==> config.mk <==
export PLATFORM = sky130hd
export DESIGN_NAME = differentiator
export DESIGN_NICKNAME = d
export VERILOG_FILES = /design/src/rtl/accumulator_pkg.sv /design/src/rtl/skid_buffer.sv /design/src/rtl/differentiator.sv
export SDC_FILE = /design/constraint.sdc
export NUM_CORES = 1
export LEC_CHECK = 0
export ABC_AREA = 0
export ABC_CLOCK_PERIOD_IN_PS = 4300
export BUFFER_PORTS_ARGS = -buffer_cell sky130_fd_sc_hd__clkbuf_2
export CORE_MARGIN = 10
export CORE_UTILIZATION = 55
export DETAILED_ROUTE_END_ITERATION = 8
export PLACE_DENSITY_LB_ADDON = 0.3
export SLEW_MARGIN = 20
export SYNTH_ARGS = -nofsm -noshare
export SYNTH_HDL_FRONTEND = slang
export SYNTH_SLANG_ARGS = --single-unit
==> constraint.sdc <==
create_clock -name i_CLK -period 4.3 [get_ports i_CLK]
set_clock_uncertainty 0.05 [all_clocks]
set_input_delay 0.86 -clock i_CLK [delete_from_list [all_inputs] [get_ports i_CLK]]
set_output_delay 0.86 -clock i_CLK [all_outputs]
set_load 0.05 [all_outputs]
==> src/rtl/accumulator_pkg.sv <==
// Types and constants shared by the accumulator family.
// The differentiator uses them to undo an upstream running total.
package accumulator_pkg;

    localparam int DEFAULT_WIDTH = 32;

    typedef enum logic [0:0] {
        PRIME = 1'b0,
        RUN   = 1'b1
    } state_t;

    typedef struct packed {
        logic [DEFAULT_WIDTH-1:0] data;
        logic                     wrap;
    } delta_t;

endpackage

==> src/rtl/skid_buffer.sv <==
// Two-entry output stage: an output register plus one skid register.
// in_ready is registered and is high exactly when the skid is empty.
module skid_buffer
    import accumulator_pkg::*;
#(
    parameter type T = delta_t
) (
    input  logic clk,
    input  logic rst_n,
    input  logic clear,
    input  logic in_valid,
    input  T     in_data,
    output logic in_ready,
    output logic out_valid,
    output T     out_data,
    input  logic out_ready
);

    logic out_valid_reg, out_valid_next;
    T     out_data_reg, out_data_next;
    logic skid_valid_reg, skid_valid_next;
    T     skid_data_reg, skid_data_next;
    logic ready_reg, ready_next;
    logic push;
    logic pop;

    // A push is only possible while the skid is empty, so a full skid never
    // competes with new data for the output register.
    assign push = in_valid && ready_reg;
    assign pop  = out_valid_reg && out_ready;

    always_comb begin
        out_valid_next  = out_valid_reg;
        out_data_next   = out_data_reg;
        skid_valid_next = skid_valid_reg;
        skid_data_next  = skid_data_reg;
        if (clear) begin
            out_valid_next  = 1'b0;
            skid_valid_next = 1'b0;
        end else begin
            if (pop) begin
                if (skid_valid_reg) begin
                    out_data_next   = skid_data_reg;
                    skid_valid_next = 1'b0;
                end else begin
                    out_valid_next = 1'b0;
                end
            end
            if (push) begin
                if (!out_valid_reg || pop) begin
                    out_valid_next = 1'b1;
                    out_data_next  = in_data;
                end else begin
                    skid_valid_next = 1'b1;
                    skid_data_next  = in_data;
                end
            end
        end
        ready_next = !skid_valid_next;
    end

    always_ff @(posedge clk or negedge rst_n) begin
        if (!rst_n) begin
            out_valid_reg  <= 1'b0;
            out_data_reg   <= '0;
            skid_valid_reg <= 1'b0;
            skid_data_reg  <= '0;
            ready_reg      <= 1'b1;
        end else begin
            out_valid_reg  <= out_valid_next;
            out_data_reg   <= out_data_next;
            skid_valid_reg <= skid_valid_next;
            skid_data_reg  <= skid_data_next;
            ready_reg      <= ready_next;
        end
    end

    assign in_ready  = ready_reg;
    assign out_valid = out_valid_reg;
    assign out_data  = out_data_reg;

endmodule

==> src/rtl/differentiator.sv <==
// Turns a stream of running totals back into per-sample increments,
// modulo 2^WIDTH, with a registered valid/ready output stage.
module differentiator
    import accumulator_pkg::*;
#(
    parameter int WIDTH          = DEFAULT_WIDTH,
    parameter bit FIRST_ABSOLUTE = 1'b1
) (
    input  logic             i_CLK,
    input  logic             i_RESET_N,
    input  logic             i_CLEAR,
    input  logic             i_ENABLE,
    input  logic [WIDTH-1:0] i_DATA_IN,
    output logic             o_READY,
    output logic             o_VALID,
    output logic [WIDTH-1:0] o_DATA_OUT,
    output logic             o_WRAP,
    input  logic             i_READY
);

    typedef struct packed {
        logic [WIDTH-1:0] data;
        logic             wrap;
    } delta_w_t;

    state_t           state_reg, state_next;
    logic [WIDTH-1:0] prev_reg, prev_next;
    logic             skid_ready;
    logic             accept;
    logic             emit;
    delta_w_t         delta;
    delta_w_t         out_delta;

    assign accept = i_ENABLE && skid_ready && !i_CLEAR;
    assign emit   = accept && ((state_reg == RUN) || FIRST_ABSOLUTE);

    // prev is zero while priming, so the first absolute delta falls out of the
    // same subtractor with wrap forced low.
    assign delta.data = i_DATA_IN - prev_reg;
    assign delta.wrap = (i_DATA_IN < prev_reg);

    always_comb begin
        state_next = state_reg;
        prev_next  = prev_reg;
        if (i_CLEAR) begin
            state_next = PRIME;
            prev_next  = '0;
        end else if (accept) begin
            state_next = RUN;
            prev_next  = i_DATA_IN;
        end
    end

    always_ff @(posedge i_CLK or negedge i_RESET_N) begin
        if (!i_RESET_N) begin
            state_reg <= PRIME;
            prev_reg  <= '0;
        end else begin
            state_reg <= state_next;
            prev_reg  <= prev_next;
        end
    end

    skid_buffer #(
        .T(delta_w_t)
    ) u_skid (
        .clk       (i_CLK),
        .rst_n     (i_RESET_N),
        .clear     (i_CLEAR),
        .in_valid  (emit),
        .in_data   (delta),
        .in_ready  (skid_ready),
        .out_valid (o_VALID),
        .out_data  (out_delta),
        .out_ready (i_READY)
    );

    assign o_READY    = skid_ready;
    assign o_DATA_OUT = out_delta.data;
    assign o_WRAP     = out_delta.wrap;

endmodule

# Yosys cells after proc, flatten, opt, wreduce, memory -nomap -nowiden
# Cells that the tools add are included.
dict set report totals {
  reg_bits 101
  input_bits 37
  out_inout_bits 35
  elab_cells 37
}
dict set report classes {
  add_sub_neg 1
  magnitude_cmp 1
  muxes 15
  bitwise 2
  reduce_logical 10
}
# cell count
set op_table {}
lappend op_table {{$mux W33} 4}
lappend op_table {{$mux W32} 2}
lappend op_table {{$lt A32 B32 Y1} 1}
lappend op_table {{$sub A32 B32 Y32} 1}
lappend op_table {{$mux W1} 9}
lappend op_table {{$logic_and A1 B1 Y1} 4}
lappend op_table {{$logic_not A1 Y1} 3}
lappend op_table {{$reduce_and A3 Y1} 1}
lappend op_table {{$not A1 Y1} 2}
lappend op_table {{$reduce_bool A2 Y1} 1}
lappend op_table {{$logic_or A1 B1 Y1} 1}

# Logic depth before layout (Yosys ltp)
dict set report logic_depth {
  word_depth 6
  depth_mapped 11
  ltp_nobuf 11
}

# By module
# A second synthesis with hierarchy kept.
dict set report unflattened {
  hier_cells 558
  hier_area_um2 5831.8
}
# module instances cells_per_inst area_per_inst_um2 seq_area_each_um2
set modules_own_cells {}
lappend modules_own_cells {differentiator 1 361 3032.9 800.8}
lappend modules_own_cells {skid_buffer 1 197 2798.9 1727.9}

# Worst setup path after synthesis
# OpenSTA, ideal clock, no wires.
dict set report synth_timing {
  kind {input -> register}
  from {in i_DATA_IN[0]}
  to {reg u_skid.out_data_reg (netlist bit u_skid.out_data[31])}
  setup_ps 71
  t_arrival_ps 3109
  required_time_ps 4179
  slack_ps 1070
  path_stages 11
  path_buffers 0
  path_cell_list {inv_1 -> ha_1 -> fa_1 -> and2b_1 -> o2111ai_1 -> nand2_1 -> a41oi_2 -> o31ai_4 -> a21oi_2 -> or4_1 -> nand3_1}
}
dict set report synth_via {
  elab_chain_cells 3
}
# element line
set synth_rtl {}
lappend synth_rtl {{from (decl)} differentiator.sv:13} ;# input logic [WIDTH-1:0] i_DATA_IN,
lappend synth_rtl {{$sub A32 B32 Y32} differentiator.sv:39} ;# assign delta.data = i_DATA_IN - prev_reg;
lappend synth_rtl {{$mux W33} skid_buffer.sv:50} ;# if (!out_valid_reg || pop) begin
lappend synth_rtl {{$mux W33} skid_buffer.sv:49} ;# if (push) begin
lappend synth_rtl {{to (signal assigned)} skid_buffer.sv:71} ;# out_data_reg <= out_data_next;
lappend synth_rtl {{to (decl)} skid_buffer.sv:20} ;# T out_data_reg, out_data_next;
# No other way between the ends.
# A chain may end at the register's enable or synchronous reset.

# Final worst setup path
# Ends and elaborated chain as after synthesis.

==> results.md <==
* Outcome: finished, final reports clean
* Worst EP required at 4.57 ns
* H-tree depth at 3
* First-pass GRT wire length at 25700 um
* Setup Buffers After CTS at 0
* Cell area after synthesis at 0.00592 mm2
* Yosys warns at 0
* Crit share post-route at 0.744
* Post-synthesis simple-gate area fraction at 0.148
* Port bufs at 71
* Routability Congestion at 0.939
* Unique masters post-synth at 62
* Psw at 1.19 mW
* Total CTS buffers at 9
* Min Tclk post-route at 3.20 ns
* Commonest cells after routing, fill and taps aside: 121 x nand2_1, 100 x dfrtp_1, 81 x a21oi_1
* Vias at 5199
* Synth Area in Adders at 0.0710
* HP Class: reg2reg
* Hold buffers post-CTS at 0
* Core Area at 0.0104 mm2
* Avg Cell Area, Syn at 8.64 um2
* Hold path depth at 1
* Largest net degree at the start of global routing at 78
* Gr usage total at 0.209
* Register Area at 0.00253 mm2
* Setup CP Type: in2reg
* CTS tree: built
* Area growth from synthesis to layout at 10.7%
* Max Root-Sink Buffers at 2
* Worst setup startpoint: i_DATA_IN[0]
* Hpwl dp at 11600 um
* Worst setup EP type: flop
* Slew margin rel. at 0.347
* Commonest non-fill, non-tap cell in the layout: nand2_1
* N_diodes at 0
* IO Count at 72
* Compound-gate portion of the synthesized area at 0.246
* Max cap viols at 0
* Die height at 124 um
* Nets at 803
* Multi-input logic area at 0.00307 mm2
* Die extent in x at 124 um
* Initial antenna violation count at 0
* Worst-path maximum fanout at 5
* Clock power share at 0.214
* Critical Path AT at 3.47 ns
* Int Pwr at 1.78 mW
* Number of global-route vias before repair at 5128
* Worst IR Drop VDD at 0.284 mV
* Power per Cell Area at 454 mW/mm2
* Routed len/inst at 17.8 um
* Post-synthesis mux area share at 0.0144
* # clock sinks at 101
* DIE AREA at 0.0153 mm2
* Starting DRT DRC Count at 501
* Grt total ovfl at 0
* Final Hold Vio Count at 0
* Syn Inst Count at 685
* Most used DFF post-synth: dfrtp_1
* Fraction of synthesized cell area in xor and xnor cells at 0.0385
* Largest family of logic cells by synthesized area: compound AO/OA/AOI/OAI gates
* Post-synth EDFFs at 0
* P_leak at 2.99 nW
* Max frequency at 312 MHz
* Post-route insts no fill at 874
* Worst setup SP type: input port
* Post-cts sizing count at 0
* Comb pwr share at 0.356
* #FFs+latches synth at 101
* Worst Tran Pin Value at 0.979 ns
* Final wirelength at 15600 um
* Fraction of layout cells with a size suffix above 1 at 0.146
* Antenna Violating Nets Remaining at 0
* Rows at 37
* Sequential share of power at 0.430
* Clk root buf: clkbuf_8
* TritonRoute pass-1 iters at 6
* Net Sw Frac at 0.402
* Worst R2R Start: prev_reg[0]$_DFFE_PN0P_
* Initial core utilization at 0.568
* RSZ-0062 raised after global routing: no
* Syn_nets at 755
* Synth async-reset ratio at 1.00
* Clock-pin slew on the worst setup and hold paths at 0.09 ns
* Setup Viol. Count Final at 0
* Vias per cell at 5.95
* Setup_tns at 0 ns
* Min-delay src: u_skid.skid_data_reg[32]$_DFFE_PN0P_
* Seq/Total Area, Yosys at 0.427
* Fill cell count at 935
* Placed Cells at 858
* Reg2Reg Depth at 10
* Latest clock arrival within the worst-skew pair at 0.38 ns
* DRC at 0
* Slew Viols, Final at 0
[metal layers]
layer | GRT usage | part of all wire | vias up
met5 | 0 | 0 | -
met4 | 0.0713 | 0.016 | 0
met3 | 0.0308 | 0.054 | 22
met2 | 0.336 | 0.47 | 141
met1 | 0.282 | 0.46 | 2535
li1 | - | - | 2501
[area by class of cell]
cell class / count / area share
Clock buffer: 13 / 0.0243
Clock inverter: 3 / 0.00707
Inverter: 41 / 0.0235
Multi-Input combinational cell: 501 / 0.469
Sequential cell: 101 / 0.386
Tap cell: 136 / 0.0260
Timing Repair Buffer: 79 / 0.0638
[per-stage QoR]
stage | instance area (um2) | power, mW | utilization | setup WS, ns | hold slack [ns]
global route | 6550 | 3.14 | 0.629 | 0.941 | 0.467
CTS | 6550 | 2.98 | 0.629 | 1.11 | 0.438
floorplan | 5920 | 2.04 | - | 1.07 | 0.400
detailed placement | 6340 | 2.35 | 0.609 | 0.727 | 0.418
global placement | 6340 | 2.31 | 0.609 | 0.771 | 0.411
finish | 6550 | 2.97 | 0.629 | 1.10 | 0.437
[cell usage after synthesis, drive strengths merged, types with 2 or more instances]
cell type,n,area (um2)
or4,3,22.5
a211o,3,26.3
a21o,11,82.6
nand2b,3,18.8
nor2b,3,18.8
or3,4,25.0
or2,2,12.5
ha,32,400
a41oi,3,33.8
dfrtp,100,2500
o21a,6,45.0
mux2,4,45.0
nand2,122,458
xnor2,18,158
buf,13,60.1
nor3,7,35.0
o21ai,63,315
and3,4,25.0
nand3,11,55.1
a21boi,2,15.0
o22a,12,105
a21oi,82,414
a22oi,20,150
a221oi,2,17.5
and2,3,18.8
a211oi,3,22.5
o2111ai,2,17.5
nand4,10,62.6
xor2,8,70.1
o211ai,3,22.5
o22ai,4,25.0
a31oi,3,25.0
nor2,24,90.1
o21bai,5,37.5
clkbuf,29,110
inv,41,154
mux2i,4,40.0
[cells by family (layout without fill, tap and decap cells)]
| family | after synthesis | after routing |
|---|---|---|
| compound gates | 234 | 234 |
| simple gates | 200 | 200 |
| flops | 101 | 101 |
| buf+inv | 83 | 136 |
| fa+ha+maj | 33 | 33 |
| xor+xnor | 26 | 26 |
| mux | 8 | 8 |
[worst max-delay path: stages]
cell       delay [ns]
clkbuf_2         0.09
inv_1            0.04
ha_1             0.22
fa_1             0.40
and2b_1          0.25
o2111ai_1        0.13
nand2_1          0.16
a41oi_2          0.21
o31ai_4          0.34
a21oi_2          0.16
or4_1            0.51
nand3_1          0.09
[power by group through the flow]
stage	combinational [mW]	sequential (mW)	clock [mW]
2_1_floorplan	0.491	1.55	0
3_3_place_gp	1.03	1.28	0
3_5_place_dp	1.06	1.29	0
4_1_cts	1.06	1.28	0.643
5_1_grt	1.16	1.30	0.680
6_report	1.06	1.28	0.636
[worst paths after layout]
check / endpoint / slack [ns]
min in group asynchronous: prev_reg[6]$_DFFE_PN0P_ / 0.56
max reg2reg: u_skid.out_data[31]$_DFFE_PN0N_ / 1.31
min reg2reg: u_skid.skid_data_reg[32]$_DFFE_PN0P_ / 0.44
max: u_skid.out_data[31]$_DFFE_PN0N_ / 1.10
min: u_skid.skid_data_reg[32]$_DFFE_PN0P_ / 0.44
max in group asynchronous: prev_reg[18]$_DFFE_PN0P_ / 2.77
(Power assumes the default switching activity.)
